[src/rtl/routex_sink_parser.sv]
// routex_sink_parser
//   Terminating endpoint of the routex network. Each accepted beat of LANES
//   words is split into route/header/length words (header section) and
//   payload words, and the frame's destination is taken from its first
//   route word. All outputs are registered, one cycle after the beat.
// Ports
//   CLK, RST          clock, asynchronous active-low reset
//   D, D_VALID        beat data (lane 0 = first word) and beat qualifier
//   DEST, DEST_VALID  first route word value of the frame, update pulse
//   SOF, EOF, FRAME   first / last / any beat of a frame
//   HDR_VALID         per-lane header-section flag (route, header, length)
//   PLD_VALID         per-lane payload flag

// Per-lane tag decode: splits a word into tag class and value.
module routex_lane_dec #(
  parameter int W = 64
) (
  input  logic [W-1:0] word,
  output logic         is_route,
  output logic         is_len,
  output logic [W-9:0] val
);
  logic [7:0] tag;
  assign tag      = word[W-1:W-8];
  assign val      = word[W-9:0];
  assign is_route = (tag == 8'h02);
  assign is_len   = (tag == 8'h00);
endmodule

module routex_sink_parser #(
  parameter int LANES = 8,
  parameter int W     = 64,
  parameter int LENW  = 16
) (
  input  logic                      CLK,
  input  logic                      RST,
  input  logic [LANES-1:0][W-1:0]   D,
  input  logic                      D_VALID,
  output logic [W-9:0]              DEST,
  output logic                      DEST_VALID,
  output logic                      SOF,
  output logic                      EOF,
  output logic                      FRAME,
  output logic [LANES-1:0]          HDR_VALID,
  output logic [LANES-1:0]          PLD_VALID
);

  typedef enum logic [1:0] {HEAD_IDLE, HEAD, PLD} state_e;

  logic [LANES-1:0]         is_route, is_len;
  logic [LANES-1:0][W-9:0]  val;

  for (genvar g = 0; g < LANES; g++) begin : g_lane
    routex_lane_dec #(.W(W)) u_dec (
      .word     (D[g]),
      .is_route (is_route[g]),
      .is_len   (is_len[g]),
      .val      (val[g])
    );
  end

  state_e            state_q, state_d;
  logic [LENW-1:0]   rem_q, rem_d;
  logic              got_q, got_d;     // first route word of this frame seen
  logic [W-9:0]      dest_q, dest_d;
  logic              dv_q, dv_d;
  logic              sof_q, sof_d;
  logic              eof_q, eof_d;
  logic              frame_q, frame_d;
  logic [LANES-1:0]  hdr_q, hdr_d;
  logic [LANES-1:0]  pld_q, pld_d;

  // Lane walk scratch: classification of a lane depends on every lower lane.
  logic              in_hdr;
  logic              done;
  logic              got;
  logic [LENW-1:0]   cnt;

  always_comb begin
    state_d = state_q;
    rem_d   = rem_q;
    got_d   = got_q;
    dest_d  = dest_q;
    dv_d    = 1'b0;
    sof_d   = 1'b0;
    eof_d   = 1'b0;
    frame_d = 1'b0;
    hdr_d   = '0;
    pld_d   = '0;
    in_hdr  = (state_q != PLD);
    done    = 1'b0;
    got     = got_q;
    cnt     = rem_q;
    if (D_VALID) begin
      frame_d = 1'b1;
      // Every valid beat in idle opens a new frame at lane 0.
      if (state_q == HEAD_IDLE) begin
        sof_d = 1'b1;
        got   = 1'b0;
      end
      for (int i = 0; i < LANES; i++) begin
        if (!done) begin
          if (in_hdr) begin
            hdr_d[i] = 1'b1;
            if (is_route[i] && !got) begin
              got    = 1'b1;
              dest_d = val[i];
              dv_d   = 1'b1;
            end
            if (is_len[i]) begin
              in_hdr = 1'b0;
              cnt    = val[i][LENW-1:0];
              if (cnt == '0) done = 1'b1;
            end
          end else if (cnt != '0) begin
            pld_d[i] = 1'b1;
            cnt      = cnt - LENW'(1);
            if (cnt == '0) done = 1'b1;
          end
        end
      end
      // Lanes after the frame's last word are dropped; next frame starts
      // at lane 0 of the next valid beat.
      eof_d   = done;
      got_d   = got;
      rem_d   = done ? '0 : cnt;
      state_d = done ? HEAD_IDLE : (in_hdr ? HEAD : PLD);
    end
  end

  always_ff @(posedge CLK or negedge RST) begin
    if (!RST) begin
      state_q <= HEAD_IDLE;
      rem_q   <= '0;
      got_q   <= 1'b0;
      dest_q  <= '0;
      dv_q    <= 1'b0;
      sof_q   <= 1'b0;
      eof_q   <= 1'b0;
      frame_q <= 1'b0;
      hdr_q   <= '0;
      pld_q   <= '0;
    end else begin
      state_q <= state_d;
      rem_q   <= rem_d;
      got_q   <= got_d;
      dest_q  <= dest_d;
      dv_q    <= dv_d;
      sof_q   <= sof_d;
      eof_q   <= eof_d;
      frame_q <= frame_d;
      hdr_q   <= hdr_d;
      pld_q   <= pld_d;
    end
  end

  assign DEST       = dest_q;
  assign DEST_VALID = dv_q;
  assign SOF        = sof_q;
  assign EOF        = eof_q;
  assign FRAME      = frame_q;
  assign HDR_VALID  = hdr_q;
  assign PLD_VALID  = pld_q;

endmodule

[config.mk]
export PLATFORM = sky130hd
export DESIGN_NAME = routex_sink_parser
export DESIGN_NICKNAME = d
export VERILOG_FILES = /design/src/rtl/routex_sink_parser.sv
export SDC_FILE = /design/constraint.sdc
export NUM_CORES = 1
export LEC_CHECK = 0
export CAP_MARGIN = 15
export CORE_AREA = 2 2 230 232
export CTS_CLUSTER_DIAMETER = 150
export DETAILED_ROUTE_END_ITERATION = 12
export DIE_AREA = 0 0 232 234
export HOLD_SLACK_MARGIN = 0.12
export PLACE_DENSITY = 0.74
export RECOVER_POWER = 50
export SYNTH_ARGS = -nofsm -noshare
export SYNTH_HDL_FRONTEND = slang
export SYNTH_SLANG_ARGS = --single-unit
[constraint.sdc]
create_clock -name CLK -period 19.2 [get_ports CLK]
set_clock_uncertainty 0.15 [all_clocks]
set_input_delay 3.84 -clock CLK [delete_from_list [all_inputs] [get_ports CLK]]
set_output_delay 3.84 -clock CLK [all_outputs]
set_load 0.02 [all_outputs]
* After elaboration in Yosys (flattened, before gate mapping)
Index checks and enable logic that the tools add are counted.
** Cells by class
- Add/subtract/negate cells :: 8
- Equal/unequal tests :: 9
- Mux-type cells :: 252
- Reduce and logical (&&, ||, !) cells :: 49
** Operator list (number)
- $mux W56 :: 24
- $mux W16 :: 39
- $logic_not A16 Y1 :: 16
- $mux W1 :: 185
- $reduce_bool A16 Y1 :: 8
- $sub A16 B1 Y16 const B :: 8
- $eq A8 B2 Y1 const B :: 8
- $logic_not A8 Y1 :: 8
- $mux W8 :: 2
- $logic_and A1 B1 Y1 :: 8
- $logic_not A1 Y1 :: 8
- $mux W2 :: 2
- $logic_not A2 Y1 :: 1
- $ne A2 B2 Y1 const B :: 1
** Storage, ports and cells
- Flip-flop bits (word level) :: 95
- Input bits :: 515
- Output and inout bits :: 76

* Depth between registers and ports, before layout
Gate-level depths: netlist of the first run.
- Word-level depth :: 50
- Depth in mapped cells :: 60
- Gate-level depth less buffers :: 52

* Cells and area by module
A second synthesis of the first run with hierarchy kept.
** Second synthesis, totals
- Cell total of the unflattened synthesis :: 3053
- Area, all modules :: 21070.2 µm²
** Modules (own cells, without submodules)
- routex_sink_parser :: instances 1, cells an instance 2565, area an instance 17406.7 µm², sequential area each 2377.3 µm²
- routex_lane_dec :: instances 8, cells an instance 61, area an instance 457.9 µm², sequential area each 0.0 µm²

* Least setup slack after synthesis of the first run
No wires, ideal clock.
- Path kind :: input -> register
- Start point :: in D[61] (netlist name)
- End point :: reg rem_q[6]
- Setup time :: 125 ps
- Data arrival time :: 15172 ps
- Slack :: 3753 ps
- Stages :: 53
- Cells stage by stage :: or4_1 > buf_6 > or4_4 > o311ai_2 > o21ai_2 > or4_1 > buf_2 > nor3_2 > a21oi_1 > o31ai_1 > nand2_1 > ha_1 > and2_1 > and2_1 > a32oi_1 > or3_1 > buf_2 > o221a_1 > [17 not listed] > nand2_1 > a211oi_2 > xor2_1 > nand3_1 > or4_4 > o41ai_4 > buf_6 > nor3_1 > mux2_2 > nor2_8 > ha_1 > o211a_1 > and2_1 > buf_2 > nand4_2 > nand2_1 > a31oi_1 > mux2_2
** Between the ends
- Longest elaborated chain between the ends :: 42
- Elaborated cells on any way between the ends :: 119
- Those cells by class :: 7 x add/sub; 97 x mux; 15 x reduce/logical
** RTL lines
- start, declared :: RTL line 37 : input logic [LANES-1:0][W-1:0] D,
- $logic_not A8 Y1 (*) :: RTL line 27 : assign is_len = (tag == 8'h00);
- $mux W16 :: RTL line 110 : if (is_len[i]) begin
- $mux W16 :: RTL line 103 : if (in_hdr) begin
- $mux W16 :: RTL line 94 : if (D_VALID) begin
- $sub A16 B1 Y16 / $reduce_bool A16 Y1 (equally long branches) :: RTL line 117, 115
- $mux W16 :: RTL line 115 : end else if (cnt != '0) begin
- $mux W16 :: RTL line 103
- $mux W16 :: RTL line 102 : if (!done) begin
- [26 not listed]
- $sub A16 B1 Y16 :: RTL line 117 : cnt = cnt - LENW'(1);
- $logic_not A16 Y1 :: RTL line 118 : if (cnt == '0) done = 1'b1;
- $mux W1 :: RTL line 118
- $mux W1 :: RTL line 115
- $mux W1 :: RTL line 103
- $mux W1 :: RTL line 102
- $mux W1 :: RTL line 94
- $mux W16 (*) :: RTL line 126 : rem_d = done ? '0 : cnt;
- end signal, assigned :: RTL line 145 : rem_q <= rem_d;
- end, declared :: RTL line 63 : logic [LENW-1:0] rem_q, rem_d;
Mark *: on every way between the ends. The rest lies on a longest branch, timed or not. The select of a mux whose other input is x is not followed.
A chain may end at the register's enable or synchronous reset.

* Worst setup path in the final report of the first run
Ends and elaborated chain as after synthesis.

==> results of run 1 <==
==> critical path: cells and delay by family <==
kind / cells / cell delay (ps)
AND/OR/NAND/NOR: 18 / 6290
AO/OA/AOI/OAI: 20 / 5600
adder cells (fa/ha/maj): 5 / 1460
buffers and inverters: 2 / 600
multiplexers: 1 / 280
==> metal layers <==
metal / routed length, um / vias to the layer above / GRT usage
li1: - / 10600 / -
met1: 39300 / 11100 / 0.436
met2: 49400 / 1437 / 0.615
met3: 9010 / 321 / 0.0694
met4: 7080 / 4 / 0.248
met5: 27 / - / 0
==> where the power goes <==
part / switching [uW] / leakage, uW / internal, uW
sequential: 135 / 0.00122 / 272
combinational: 1610 / 0.00790 / 1020
clock: 120 / 0.000150 / 94.3
total: 1860 / 0.00927 / 1390
==> cells in the mapped netlist (all sizes together), types with 62 or more instances <==
library cell  number  area share
nor2             359       0.077
a21oi            257       0.074
a211oi           200       0.087
nand2            200       0.043
clkbuf           142       0.030
o21ai            139       0.041
dfrtp             95        0.13
nor3              83       0.026
mux2i             72       0.041
nor4              70       0.028
nand3             66       0.020
mux2              62       0.039
==> worst max path at each step <==
stage	from	end	slack, ps	depth (start not counted)
floorplan	D[61]	rem_q[6]$_DFFE_PN0P_	3750	53
global placement	D[61]	rem_q[6]$_DFFE_PN0P_	1400	46
detailed placement	D[61]	rem_q[6]$_DFFE_PN0P_	1230	46
CTS	D[61]	rem_q[6]$_DFFE_PN0P_	1610	46
global route	D[57]	rem_q[6]$_DFFE_PN0P_	460	46
finish	D[61]	rem_q[6]$_DFFE_PN0P_	1250	46
==> flip-flops by register name (all words and copies together) (netlist names) <==
register / cells
DEST_VALID: 1
PLD_VALID: 8
EOF: 1
rem_q: 16
state_q: 2
DEST: 56
SOF: 1
got_q: 1
FRAME: 1
HDR_VALID: 8
==> kinds of logic (layout without fill, tap and decap cells) <==
logic type | Yosys count | after routing | share of synthesized area
and+or+nand+nor | 1017 | 1017 | 0.291
muxes | 134 | 134 | 0.0803
DFF | 95 | 95 | 0.134
AOI/OAI and AO/OA | 957 | 957 | 0.385
other | 0 | 24 | 0
xor gates and xnor gates | 68 | 68 | 0.0337
buffers and inverters | 240 | 694 | 0.0602
adders and majority gates | 22 | 22 | 0.0156
==> final cells by class <==
type	instances	area [sq um]	share of cell area
Antenna cell	24	60.1	0.00247
Clock buffer	9	225	0.00926
Clock inverter	7	81.3	0.00334
Inverter	39	148	0.00607
Multi-Input combinational cell	2198	14300	0.588
Sequential cell	95	2380	0.0977
Tap cell	688	861	0.0354
Timing Repair Buffer	639	6260	0.257
==> stage by stage <==
| stage | power [uW] | util | worst slack (ps) | std cells |
|---|---|---|---|---|
| 2_1_floorplan | 2070 | - | 3750 | 2533 |
| 3_3_place_gp | 2980 | 0.461 | 1400 | 3658 |
| 3_5_place_dp | 2950 | 0.461 | 1230 | 3658 |
| 4_1_cts | 3180 | 0.467 | 1610 | 3674 |
| 5_1_grt | 3430 | 0.468 | 465 | 3698 |
| 6_report | 3250 | 0.468 | 1250 | 3699 |
==> reports/results.txt, run 1 <==
Hold_ws -> 389 ps
Max stage delay on crit path -> 700 ps
Sequential area share after synthesis -> 0.134
Final Setup Violations -> 0
Synthesized cell area -> 17700 sq um
Rows -> 84
Crit path capture type -> flip-flop
Via density -> 6.34
R2R Path End -> rem_q[6]$_DFFE_PN0P_
Final Net Count -> 3519
CP Launch Type -> input port
Number of port buffers -> 590
ANT nets after route -> 0
Die width -> 232 um
Peak VDD IR -> 0.0593 mV
Hold path startpoint -> DEST[37]$_DFFE_PN0P_
Reg-to-reg slack, setup -> 4260 ps
Vias -> 23500
CTS Sinks -> 95
Final HPWL DP -> 83900 um
Most common cell after layout, fill and taps aside -> clkdlybuf4s50_1
Startpoint of the worst register-to-register path -> rem_q[0]$_DFFE_PN0P_
Pwr dens -> 134 nW/um^2
GRT Util Overall -> 0.370
Outcome -> complete, but fails checks
WP data required -> 19330 ps
Syn Nets -> 3070
#FFs+latches synth -> 95
Postcts setup bufs -> 0
Min Tclk post-route -> 17950 ps
Crit Path Category -> in -> reg
Initial Util -> 0.340
Layout cells sized above 1 -> 0.0877
1st-iter DRT viols -> 2955
Final Instance Area -> 24300 sq um
Tcrit/Tclk final -> 0.935
Most frequent cells in the layout -> clkdlybuf4s50_1 (554), nor2_1 (354), a21oi_1 (252)
Synth warn -> 0
Largest net degree at the start of global routing -> 105
Post-CTS sizing -> 0
Total grt overflow -> 0
Most used cell, CP -> ha_1
IO Count -> 591
Routed wire length -> 105000 um
Cells after Synth -> 2533
Post-CTS Hold Buffers -> 0
Worst hold-check path type -> reg -> reg
Post-synth EDFFs -> 0
Clock Latency Late Sink -> 400 ps
Core area -> 52000 sq um
Slowest CP cell -> or4_1
Max Slew Vio Count -> 178
Syn-to-layout area delta -> 37.6%
Final GP Congestion -> 1.02
Worst hold path cell count -> 1
Relative slew slack -> -1.68
Clock slew at reported path FFs -> 90 ps
Max frequency -> 0.0557 GHz
RSZ-0062 raised after global routing -> false
First-pass GRT wire length -> 149000 um
Synth cell types -> 139
CP arrival -> 18080 ps
Final Hold Viols -> 0
Max Buffers Root-to-Sink -> 2
H-tree depth -> 3
Die Span Y -> 234 um
CP max FO -> 10
Max Cap Violations -> 4
Vias in the first global route -> 22200
Die ar. -> 54300 sq um
Post-route setup TNS -> 0 ps
Worst reg2reg path depth -> 47
Clk root buf -> clkbuf_16
Mean Syn Cell Area -> 6.98 sq um
Router iterations before antenna repair -> 6
Placed Area -> 24000 sq um
Failing checks -> capacitance limit, slew limit
Fill count -> 5319
CTS buffer count -> 9
Asr flop ratio synth -> 1.00
Worst Hold Path EP -> DEST[37]$_DFFE_PN0P_
LEAKAGE -> 0.00927 uW
Initial antenna violation count -> 35
Worst-margin pin slew -> 4020 ps
Routed len/inst -> 28.3 um
# DRC -> 0
Predominant post-synthesis flop cell -> dfrtp_1
CTS tree -> done
Power figures use the tool's default switching activity.
==> run 2: changes to the inputs <==
- GPL_TIMING_DRIVEN: not set -> 0
==> run 2 against run 1 <==
The run still ends with capacitance limit, slew limit left. Largest power group unchanged. Sequential share of layout area decreased by 0.22 points. Non-clock buffer count rose by 157. Critical endpoint is now EOF$_DFF_PN0_. Total power increased by 2.5%.
==> reports/results.txt, run 2 (synthesis results as in run 1) <==
Relative slew slack -> -1.48 (was -1.68)
Max Cap Violations -> 2 (was 4)
Die width -> 232 um (unchanged)
Clk root buf -> clkbuf_16 (unchanged)
Final std cells w/o fill -> 3853 (was 3699)
Post-CTS Hold Buffers -> 0 (unchanged)
Die ar. -> 54300 sq um (unchanged)
CTS tree -> done (unchanged)
Initial antenna violation count -> 22 (was 35)
Tcrit/Tclk final -> 0.978 (was 0.935)
Crit path capture type -> flip-flop (unchanged)
Final GP Congestion -> 1.08 (was 1.02)
Fill count -> 5472 (was 5319)
Startpoint of the worst register-to-register path -> state_q[1]$_DFFE_PN0P_ (was rem_q[0]$_DFFE_PN0P_)
Worst-margin pin slew -> 3720 ps (was 4020 ps)
Max stage delay on crit path -> 540 ps (was 700 ps)
Worst setup path start -> D[57] (was D[61])
Peak VDD IR -> 0.0605 mV (was 0.0593 mV)
1st-iter DRT viols -> 3043 (was 2955)
Rows -> 84 (unchanged)
Placed instance count -> 3816 (was 3658)
CP arrival -> 18950 ps (was 18080 ps)
Max Slew Vio Count -> 98 (was 178)
CP max FO -> 10 (unchanged)
Largest net degree at the start of global routing -> 62 (was 105)
Hold path startpoint -> DEST[53]$_DFFE_PN0P_ (was DEST[37]$_DFFE_PN0P_)
Clock slew at reported path FFs -> 80 ps (was 90 ps)
CP Buf/Inv Count -> 8 (was 2)
Largest register FFs -> 56 (unchanged)
Final Net Count -> 3676 (was 3519)
Number of port buffers -> 590 (unchanged)
Router iterations before antenna repair -> 8 (was 6)
Final Instance Area -> 24900 sq um (was 24300 sq um)
Failing checks -> capacitance limit, slew limit (unchanged)
Max Buffers Root-to-Sink -> 2 (unchanged)
Routed wire length -> 117000 um (was 105000 um)
CTS buffer count -> 9 (unchanged)
Crit Path Category -> in -> reg (unchanged)
GRT Util Overall -> 0.413 (was 0.370)
Total chip power -> 3330 uW (was 3250 uW)
Routed len/inst -> 30.4 um (was 28.3 um)
Post-CTS sizing -> 1 (was 0)
Final Hold Viols -> 0 (unchanged)
Vias in the first global route -> 23600 (was 22200)
Worst hold-check path type -> reg -> reg (unchanged)
Via density -> 6.42 (was 6.34)
# DRC -> 0 (unchanged)
WP data required -> 19370 ps (was 19330 ps)
Most frequent cells in the layout -> clkdlybuf4s50_1 (551), nor2_1 (355), a21oi_1 (252) (was clkdlybuf4s50_1 (554), nor2_1 (354), a21oi_1 (252))
Most common cell after layout, fill and taps aside -> clkdlybuf4s50_1 (unchanged)
Final HPWL DP -> 97300 um (was 83900 um)
Syn-to-layout area delta -> 40.8% (was 37.6%)
H-tree depth -> 3 (unchanged)
Post-route setup TNS -> 0 ps (unchanged)
Die Span Y -> 234 um (unchanged)
Placed Area -> 24500 sq um (was 24000 sq um)
Outcome -> complete, but fails checks (unchanged)
Postcts setup bufs -> 0 (unchanged)
Initial Util -> 0.340 (unchanged)
LEAKAGE -> 0.00946 uW (was 0.00927 uW)
Final core utilization -> 0.479 (was 0.468)
CTS Sinks -> 95 (unchanged)
Vias -> 24700 (was 23500)
Clock Latency Late Sink -> 410 ps (was 400 ps)
Layout cells sized above 1 -> 0.0833 (was 0.0877)
ANT nets after route -> 0 (unchanged)
IO Count -> 591 (unchanged)
CP Launch Type -> input port (unchanged)
Final Setup Violations -> 0 (unchanged)
Core area -> 52000 sq um (unchanged)
Total grt overflow -> 0 (unchanged)
Multi-input gate area -> 14300 sq um (about the same)
First-pass GRT wire length -> 163000 um (was 149000 um)
Max frequency -> 0.0533 GHz (was 0.0557 GHz)
Min Tclk post-route -> 18770 ps (was 17950 ps)
Sequential Area -> 2380 sq um (unchanged)
Pwr dens -> 134 nW/um^2 (about the same)
CP delay by family, top -> compound AO/OA/AOI/OAI gates (was simple AND/OR/NAND/NOR gates)
Slowest CP cell -> nor4_1 (was or4_1)
[run 2: final cells by class]
class | count | area share
multi-input cells | 2198 | 0.574
repair buffers | 596 | 0.239
diodes | 21 | 0.00211
well taps | 688 | 0.0346
plain buffers | 200 | 0.0367
clock inverters | 7 | 0.00327
inverters | 39 | 0.00593
flip-flops and latches | 95 | 0.0955
clock buffers | 9 | 0.00905
[run 2: stage by stage]
stage | setup WS (ps) | hold slack [ps]
final | 427 | 393
after global routing | -6.19 | 418
after CTS | 227 | 396
after detailed placement | -427 | 376
after global placement | -556 | 363
after floorplan | 3750 | 350
[run 2: routing by layer]
| layer | track usage | part of all wire | up-vias |
|---|---|---|---|
| met3 | 0.0813 | 0.095 | 365 |
| met1 | 0.480 | 0.37 | 11700 |
| li1 | - | - | 11000 |
| met5 | 0 | 0.00011 | - |
| met2 | 0.690 | 0.46 | 1685 |
| met4 | 0.277 | 0.075 | 2 |
[run 2: worst register-to-register path: cells and delay by family, from the launching register on]
family / cells / cell delay, ps
compound gates: 20 / 5840
simple gates: 20 / 4620
buf+inv: 9 / 2700
fa+ha+maj: 6 / 1770
flops: 1 / 470
[run 2: path summary, 6_finish.rpt]
kind / to / slack (ps) / cells after the start
worst max-delay path: EOF$_DFF_PN0_ / 430 / 54
worst min-delay path: DEST[53]$_DFFE_PN0P_ / 390 / 1
worst max register to register: EOF$_DFF_PN0_ / 3600 / 55
worst min register to register: DEST[53]$_DFFE_PN0P_ / 390 / 1
max in group asynchronous: DEST[51]$_DFFE_PN0P_ / 10260 / 2
min in group asynchronous: PLD_VALID[6]$_DFF_PN0_ / 4080 / 1
[run 2: report_power, final]
group	internal [uW]	switching, uW	leakage, uW
clock	94.0	116	0.000150
combinational	1050	1690	0.00809
sequential	272	112	0.00122
total	1410	1920	0.00946
